## config.mk

```make
export PLATFORM = sky130hd
export DESIGN_NAME = ste_sample_pacer
export DESIGN_NICKNAME = d
export VERILOG_FILES = /design/src/rtl/ste_sample_pacer.sv
export SDC_FILE = /design/constraint.sdc
export NUM_CORES = 1
export LEC_CHECK = 0
export ABC_CLOCK_PERIOD_IN_PS = 4500
export CORE_ASPECT_RATIO = 0.7
export CORE_UTILIZATION = 35
export DETAILED_ROUTE_END_ITERATION = 7
export DONT_BUFFER_PORTS = 1
export SLEW_MARGIN = 0
export SYNTH_ARGS = -nofsm -noshare
export SYNTH_HDL_FRONTEND = slang
export SYNTH_SLANG_ARGS = --single-unit
```

## constraint.sdc

```tcl
create_clock -name clk -period 4.5 [get_ports clk]
set_clock_uncertainty 0.15 [all_clocks]
set_input_delay 0.9 -clock clk [delete_from_list [all_inputs] [get_ports clk]]
set_output_delay 0.9 -clock clk [all_outputs]
set_load 0.05 [all_outputs]
```

## src/rtl/ste_sample_pacer.sv

```systemverilog
// Purpose     : buffers upstream samples and releases one per programmable tick to the STE averager.
// Latency     : first dout_update_o arrives max(rate_div_i,1) cycles after the avg_clr_o pulse; push-to-pop >= 1 cycle.
// Backpressure: s_ready_o = !full; a pop frees a slot only for the following cycle. The downstream side has no backpressure.
//
// Ports:
//   clk, rst_n         clock, asynchronous active-low reset
//   s_data_i/s_valid_i upstream sample and valid; s_ready_o is high while the FIFO is not full
//   enable_i           run request (level); every rising run start passes through a one-cycle CLEAR
//   rate_div_i         tick period in clk cycles (0 behaves as 1), sampled only on counter load/reload
//   flush_i            empties the FIFO at this edge; the same-cycle push is dropped and a same-cycle tick underruns
//   dout_o/dout_update_o  sample and one-cycle strobe to the averager (din_i/din_update_i)
//   avg_clr_o          one-cycle clear to the averager (avg_clr_i)
//   fill_o             FIFO occupancy
//   underrun_o         one-cycle pulse when a tick found no sample
//
// Build option: define STE_PACER_HOLD_LAST_EN so that an underrun tick re-emits the last dout_o
// with dout_update_o=1 (zero-order hold). underrun_o still pulses in that case.

module ste_sample_pacer #(
  parameter int DATA_W = 16,
  parameter int DEPTH  = 8,
  parameter int DIV_W  = 16
) (
  input  logic                     clk,
  input  logic                     rst_n,
  input  logic [DATA_W-1:0]        s_data_i,
  input  logic                     s_valid_i,
  output logic                     s_ready_o,
  input  logic                     enable_i,
  input  logic [DIV_W-1:0]         rate_div_i,
  input  logic                     flush_i,
  output logic [DATA_W-1:0]        dout_o,
  output logic                     dout_update_o,
  output logic                     avg_clr_o,
  output logic [$clog2(DEPTH):0]   fill_o,
  output logic                     underrun_o
);

  localparam int AW = $clog2(DEPTH);
  localparam int FW = AW + 1;

  typedef enum logic [1:0] {
    ST_IDLE  = 2'd0,
    ST_CLEAR = 2'd1,
    ST_RUN   = 2'd2
  } state_t;

  // ---------------------------------------------------------------------------
  // Pacing FSM and tick counter
  // ---------------------------------------------------------------------------
  state_t            state_q, state_d;
  logic [DIV_W-1:0]  cnt_q, cnt_d;
  logic [DIV_W-1:0]  reload_val;
  logic              tick;

  // A period of 0 is treated as 1, so both map to a reload value of 0 (tick every cycle).
  assign reload_val = (rate_div_i == '0) ? '0 : (rate_div_i - DIV_W'(1));

  always_ff @(posedge clk or negedge rst_n) begin
    if (!rst_n) begin
      state_q <= ST_IDLE;
      cnt_q   <= '0;
    end else begin
      state_q <= state_d;
      cnt_q   <= cnt_d;
    end
  end

  always_comb begin
    state_d = state_q;
    cnt_d   = cnt_q;
    tick    = 1'b0;
    case (state_q)
      ST_IDLE: begin
        if (enable_i) state_d = ST_CLEAR;
      end
      ST_CLEAR: begin
        cnt_d   = reload_val;
        state_d = ST_RUN;
      end
      ST_RUN: begin
        // Dropping enable wins over a pending tick: the leaving cycle is silent.
        if (!enable_i) begin
          state_d = ST_IDLE;
        end else if (cnt_q == '0) begin
          tick  = 1'b1;
          cnt_d = reload_val;
        end else begin
          cnt_d = cnt_q - DIV_W'(1);
        end
      end
      default: begin
        state_d = ST_IDLE;
      end
    endcase
  end

  // ---------------------------------------------------------------------------
  // Sample FIFO (circular buffer, no bypass)
  // ---------------------------------------------------------------------------
  logic [DATA_W-1:0] mem [DEPTH];
  logic [AW-1:0]     wr_ptr_q, rd_ptr_q;
  logic [FW-1:0]     fill_q;
  logic              fifo_empty;
  logic              push;
  logic              pop;
  logic              starve;

  assign fifo_empty = (fill_q == '0);
  assign s_ready_o  = (fill_q < FW'(DEPTH));
  assign fill_o     = fill_q;

  // Flush takes priority: it drops the push and makes any tick in that cycle see an empty FIFO.
  assign push   = s_valid_i && s_ready_o && !flush_i;
  assign pop    = tick && !fifo_empty && !flush_i;
  assign starve = tick && (fifo_empty || flush_i);

  always_ff @(posedge clk or negedge rst_n) begin
    if (!rst_n) begin
      wr_ptr_q <= '0;
      rd_ptr_q <= '0;
      fill_q   <= '0;
    end else if (flush_i) begin
      wr_ptr_q <= '0;
      rd_ptr_q <= '0;
      fill_q   <= '0;
    end else begin
      // DEPTH is a power of two, so natural pointer overflow is the modulo wrap.
      if (push) wr_ptr_q <= wr_ptr_q + AW'(1);
      if (pop)  rd_ptr_q <= rd_ptr_q + AW'(1);
      case ({push, pop})
        2'b10:   fill_q <= fill_q + FW'(1);
        2'b01:   fill_q <= fill_q - FW'(1);
        default: fill_q <= fill_q;
      endcase
    end
  end

  // Storage carries no reset; occupancy alone defines which entries are meaningful.
  always_ff @(posedge clk) begin
    if (push) mem[wr_ptr_q] <= s_data_i;
  end

  // ---------------------------------------------------------------------------
  // Registered outputs toward the averager
  // ---------------------------------------------------------------------------
  logic update_d;

`ifdef STE_PACER_HOLD_LAST_EN
  // Every tick strobes; on a starved tick dout_o is unchanged, so the last sample is repeated.
  assign update_d = tick;
`else
  assign update_d = pop;
`endif

  always_ff @(posedge clk or negedge rst_n) begin
    if (!rst_n) begin
      dout_o        <= '0;
      dout_update_o <= 1'b0;
      underrun_o    <= 1'b0;
      avg_clr_o     <= 1'b0;
    end else begin
      if (pop) dout_o <= mem[rd_ptr_q];
      dout_update_o <= update_d;
      underrun_o    <= starve;
      avg_clr_o     <= (state_q == ST_CLEAR);
    end
  end

endmodule

```

==> reports/qor.tcl <==
set qor(clkSlewWorstSetupHoldPaths_ns) 0.07
set qor(cts.hold.buffers_added) 1
set qor(timing_hold_violations_final) 0
set qor(post_route_setup_slack_ns) 1.09
set qor(multi_input_logic_area_mm2) 0.00237
set qor(tritoncts) {built}
set qor(end_kind) {register}
set qor(placement.setup.worst_slack_ns) 1.21
set qor(nNetsFinal) 545
set qor(detailedPlacementHpwl_um) 9890
set qor(global_routing_usage_summed_across_all_routing_layers_pct) 15.3
set qor(number_of_flops_mapped_to_enable_cells_by_yosys) 128
set qor(detail_route.first_pass.iterations) 5
set qor(criticalPathCategory) {reg -> reg}
set qor(dr.first_iter.drc_count) 361
set qor(max_slew.worst_pin.slew_ns) 0.851
set qor(residual_drc_count) 0
set qor(finalNonFillerCells) 790
set qor(grt_pass1_wl_um) 25000
set qor(post_synth_instance_area_mm2) 0.00750
set qor(final_core_utilization_pct) 40.8
set qor(post_cts.repair.setup_buffers) 0
set qor(outcome) {finished, final reports clean}
set qor(post_synth_main_area_contributors) {sky130_fd_sc_hd__edfxtp_1 51%, sky130_fd_sc_hd__dfrtp_1 16%, sky130_fd_sc_hd__mux4_2 9.6%}
set qor(total_via_count_after_detailed_routing) 4353
set qor(unrepaired_setup_endpoints_after_global_routing) {false}
set qor(antenna_left) 0
set qor(setup_viol) 0
set qor(timing_max_transition_violations_final) 0
set qor(power_density_mw_per_mm2) 461
set qor(final_design_area_no_fill_mm2) 0.00850
set qor(critPathLaunchType) {register}
set qor(cp_required_ns) 4.69
set qor(num_antenna_cells) 0
set qor(static-leakage-power_nw) 2.87
set qor(synthArstFlopShare_pct) 26.9
set qor(postCtsResizedCells) 0
set qor(layout_worst_path_cycle_share_pct) 75.7
set qor(die_area_mm2) 0.0220
set qor(die_w_um) 177
set qor(post_synthesis_mux_area_share_pct) 12.6
set qor(yosys_most_used_dff) {sky130_fd_sc_hd__edfxtp_1}
set qor(min_path_type) {in -> async}
set qor(rows) 44
set qor(synth_xor_area_share_pct) 2.22
set qor(yosysWarningCount) 0
set qor(postPlaceCellArea_mm2) 0.00786
set qor(port_buffers) 0
set qor(yosys.area_share.simple_pct) 9.28
set qor(globalplace.congestion) 0.880
set qor(routed_wl_um) 16200
set qor(ctsLongestPathBuffers) 2
set qor(critical_path.cell_chain) {inv_1, ha_1, nor4b_1, and4_1, and3_1, and2_1, ha_1, a31o_2, nor4b_1, a21oi_1, a31oi_1}
set qor(critPathArrivalTime_ns) 3.60
set qor(synthAdderAreaFrac_pct) 1.17
set qor(maxCapViolations) 0
set qor(clock.fmax_mhz) 294
set qor(synth_area_per_cell_um2) 15.4
set qor(crit_slowest_cell) {sky130_fd_sc_hd__and4_1}
set qor(floorplan.core_area_mm2) 0.0209
set qor(postSynthNetCount) 530
set qor(reg2reg_from) {cnt_q[0]}
set qor(maxSlewHeadroom_pct) 42.8
set qor(postSynthCellCount) 486
set qor(post_drt_wl_per_cell_um) 20.6
set qor(synth_cell_types) 59
set qor(clkSinkCount) 175
set qor(final.setup.tns_ns) 0
set qor(ys_seq_area_share_pct) 66.9
set qor(grt_ovf) 0
set qor(cpLargestDelayFamily) {simple AND/OR/NAND/NOR gates}
set qor(floorplan.io_pins) 61
set qor(fill_cell_total_of_the_finished_layout) 1839
set qor(peak_fanout_along_the_critical_path) 12
set qor(htree_num_levels) 4
set qor(grt_max_degree) 35
set qor(drive_gt1_share_pct) 17.7
set qor(synth_compound_area_share_pct) 6.29
set qor(placed_cells) 755
set qor(post-synth-top-area-fraction_pct) 51.3
set qor(synth_seq_cells) 175
set qor(vias_in_the_first_global_route) 4384
set qor(area_occupied_by_registers_mm2) 0.00502
set qor(syn_to_final_growth_pct) 13.4
set qor(min_period_ns) 3.41
set qor(start_util_pct) 35.9
set qor(vias_per_cell) 5.51
set qor(synth_top_family_by_area) {multiplexers}
set qor(reg2regPathDepth) 11
set qor(clock_network_latency_to_the_later_pin_of_the_worst_skew_pair_ns) 0.42
set qor(critical-path-max-stage-delay_ns) 0.55
set qor(regToRegEndpoint) {fill_o[3]}
set qor(r2r_slack_ns) 1.09
set qor(grt_antenna_before_repair) 0
set qor(cts-buffers-inserted) 17
set qor(floorplan.die.height_um) 124
set qor(worst_ir_drop_vdd_v) 0.000253
set qor(cts-root-buf) {sky130_fd_sc_hd__clkbuf_16}
set qor(crit_buf_inv) 1
set qor(synth_top_cell_by_area) {sky130_fd_sc_hd__edfxtp_1}
## cells in the final DEF, fill, tap and decap left out, types with 10 or more instances in the layout
master and instances:
sky130_fd_sc_hd__a21oi_1 23, sky130_fd_sc_hd__buf_4 12, sky130_fd_sc_hd__clkbuf_16 17, sky130_fd_sc_hd__dfrtp_1 45, sky130_fd_sc_hd__edfxtp_1 128, sky130_fd_sc_hd__mux2i_1 21
sky130_fd_sc_hd__mux4_2 32, sky130_fd_sc_hd__nand2_1 24, sky130_fd_sc_hd__nor2_1 44, sky130_fd_sc_hd__xnor2_1 10
## metrics by stage
step | total power [W] | hold slack, ns
after floorplan | 0.00233 | 0.287
after CTS | 0.00394 | 0.000613
after detailed placement | 0.00248 | 0.320
after global routing | 0.00408 | 0.121
after global placement | 0.00245 | 0.309
final | 0.00392 | 0.137
## where the power goes
part	internal, W	total, W	switching, W
clock	0.000748	0.00144	0.000693
sequential	0.00184	0.00198	0.000137
combinational	0.000202	0.000500	0.000298
total	0.00279	0.00392	0.00113
## how the worst max path moves through the flow
stage,startpoint,to,depth (start not counted)
3_5_place_dp,cnt_q[0],fill_o[3],11
4_1_cts,cnt_q[0],fill_o[3],11
2_1_floorplan,fill_o[3],mem[0][0],4
3_3_place_gp,cnt_q[8],fill_o[3],9
5_1_grt,cnt_q[0],fill_o[3],11
6_report,cnt_q[0],fill_o[3],11
## final cells by class
cell class	count	area share (%)
multi-input combinational	284	27.9
tap	276	4.06
inverter	8	0.353
sequential	175	59.1
clock inverter	15	1.97
clock buffer	17	5.00
timing repair buffer	15	1.65
## per-layer routing
metal / track usage, % / wire length (um) / up-vias
met3: 4.43 / 991 / 16
met2: 24.9 / 7900 / 127
met5: 0 / 0 / -
met1: 20.1 / 7210 / 2269
li1: - / - / 1941
met4: 3.85 / 133 / 0
## cell families after synthesis
| kind of cell | count (synthesis) |
|---|---|
| flip-flops | 175 |
| XOR/XNOR | 19 |
| AO/OA/AOI/OAI | 68 |
| multiplexers | 54 |
| buffers and inverters | 27 |
| AND/OR/NAND/NOR | 136 |
| adder cells (fa/ha/maj) | 7 |
## cell usage after synthesis, types with 4 or more instances
cell,instances
sky130_fd_sc_hd__a31oi_1,7
sky130_fd_sc_hd__a21oi_1,23
sky130_fd_sc_hd__edfxtp_1,128
sky130_fd_sc_hd__inv_1,8
sky130_fd_sc_hd__dfrtp_1,47
sky130_fd_sc_hd__nor3_1,10
sky130_fd_sc_hd__xnor2_1,10
sky130_fd_sc_hd__o31ai_1,4
sky130_fd_sc_hd__xor2_1,9
sky130_fd_sc_hd__ha_1,7
sky130_fd_sc_hd__mux2i_1,21
sky130_fd_sc_hd__a221o_1,4
sky130_fd_sc_hd__nor2_1,44
sky130_fd_sc_hd__o211ai_1,4
sky130_fd_sc_hd__buf_2,8
sky130_fd_sc_hd__nand2b_1,4
sky130_fd_sc_hd__nor4_1,9
sky130_fd_sc_hd__or3_1,7
sky130_fd_sc_hd__nand3_1,9
sky130_fd_sc_hd__clkbuf_1,9
sky130_fd_sc_hd__nand2_1,24
sky130_fd_sc_hd__mux4_2,32
sky130_fd_sc_hd__o21ai_0,4
## flip-flops by register name (all words and copies together) (netlist names)
signal         cells
rd_ptr_q           3
cnt_q             16
wr_ptr_q           3
mem              128
avg_clr_o          1
dout_o            16
fill_o             4
underrun_o         1
state_q            2
dout_update_o      1
No activity file was read; power rests on OpenSTA's default activity.
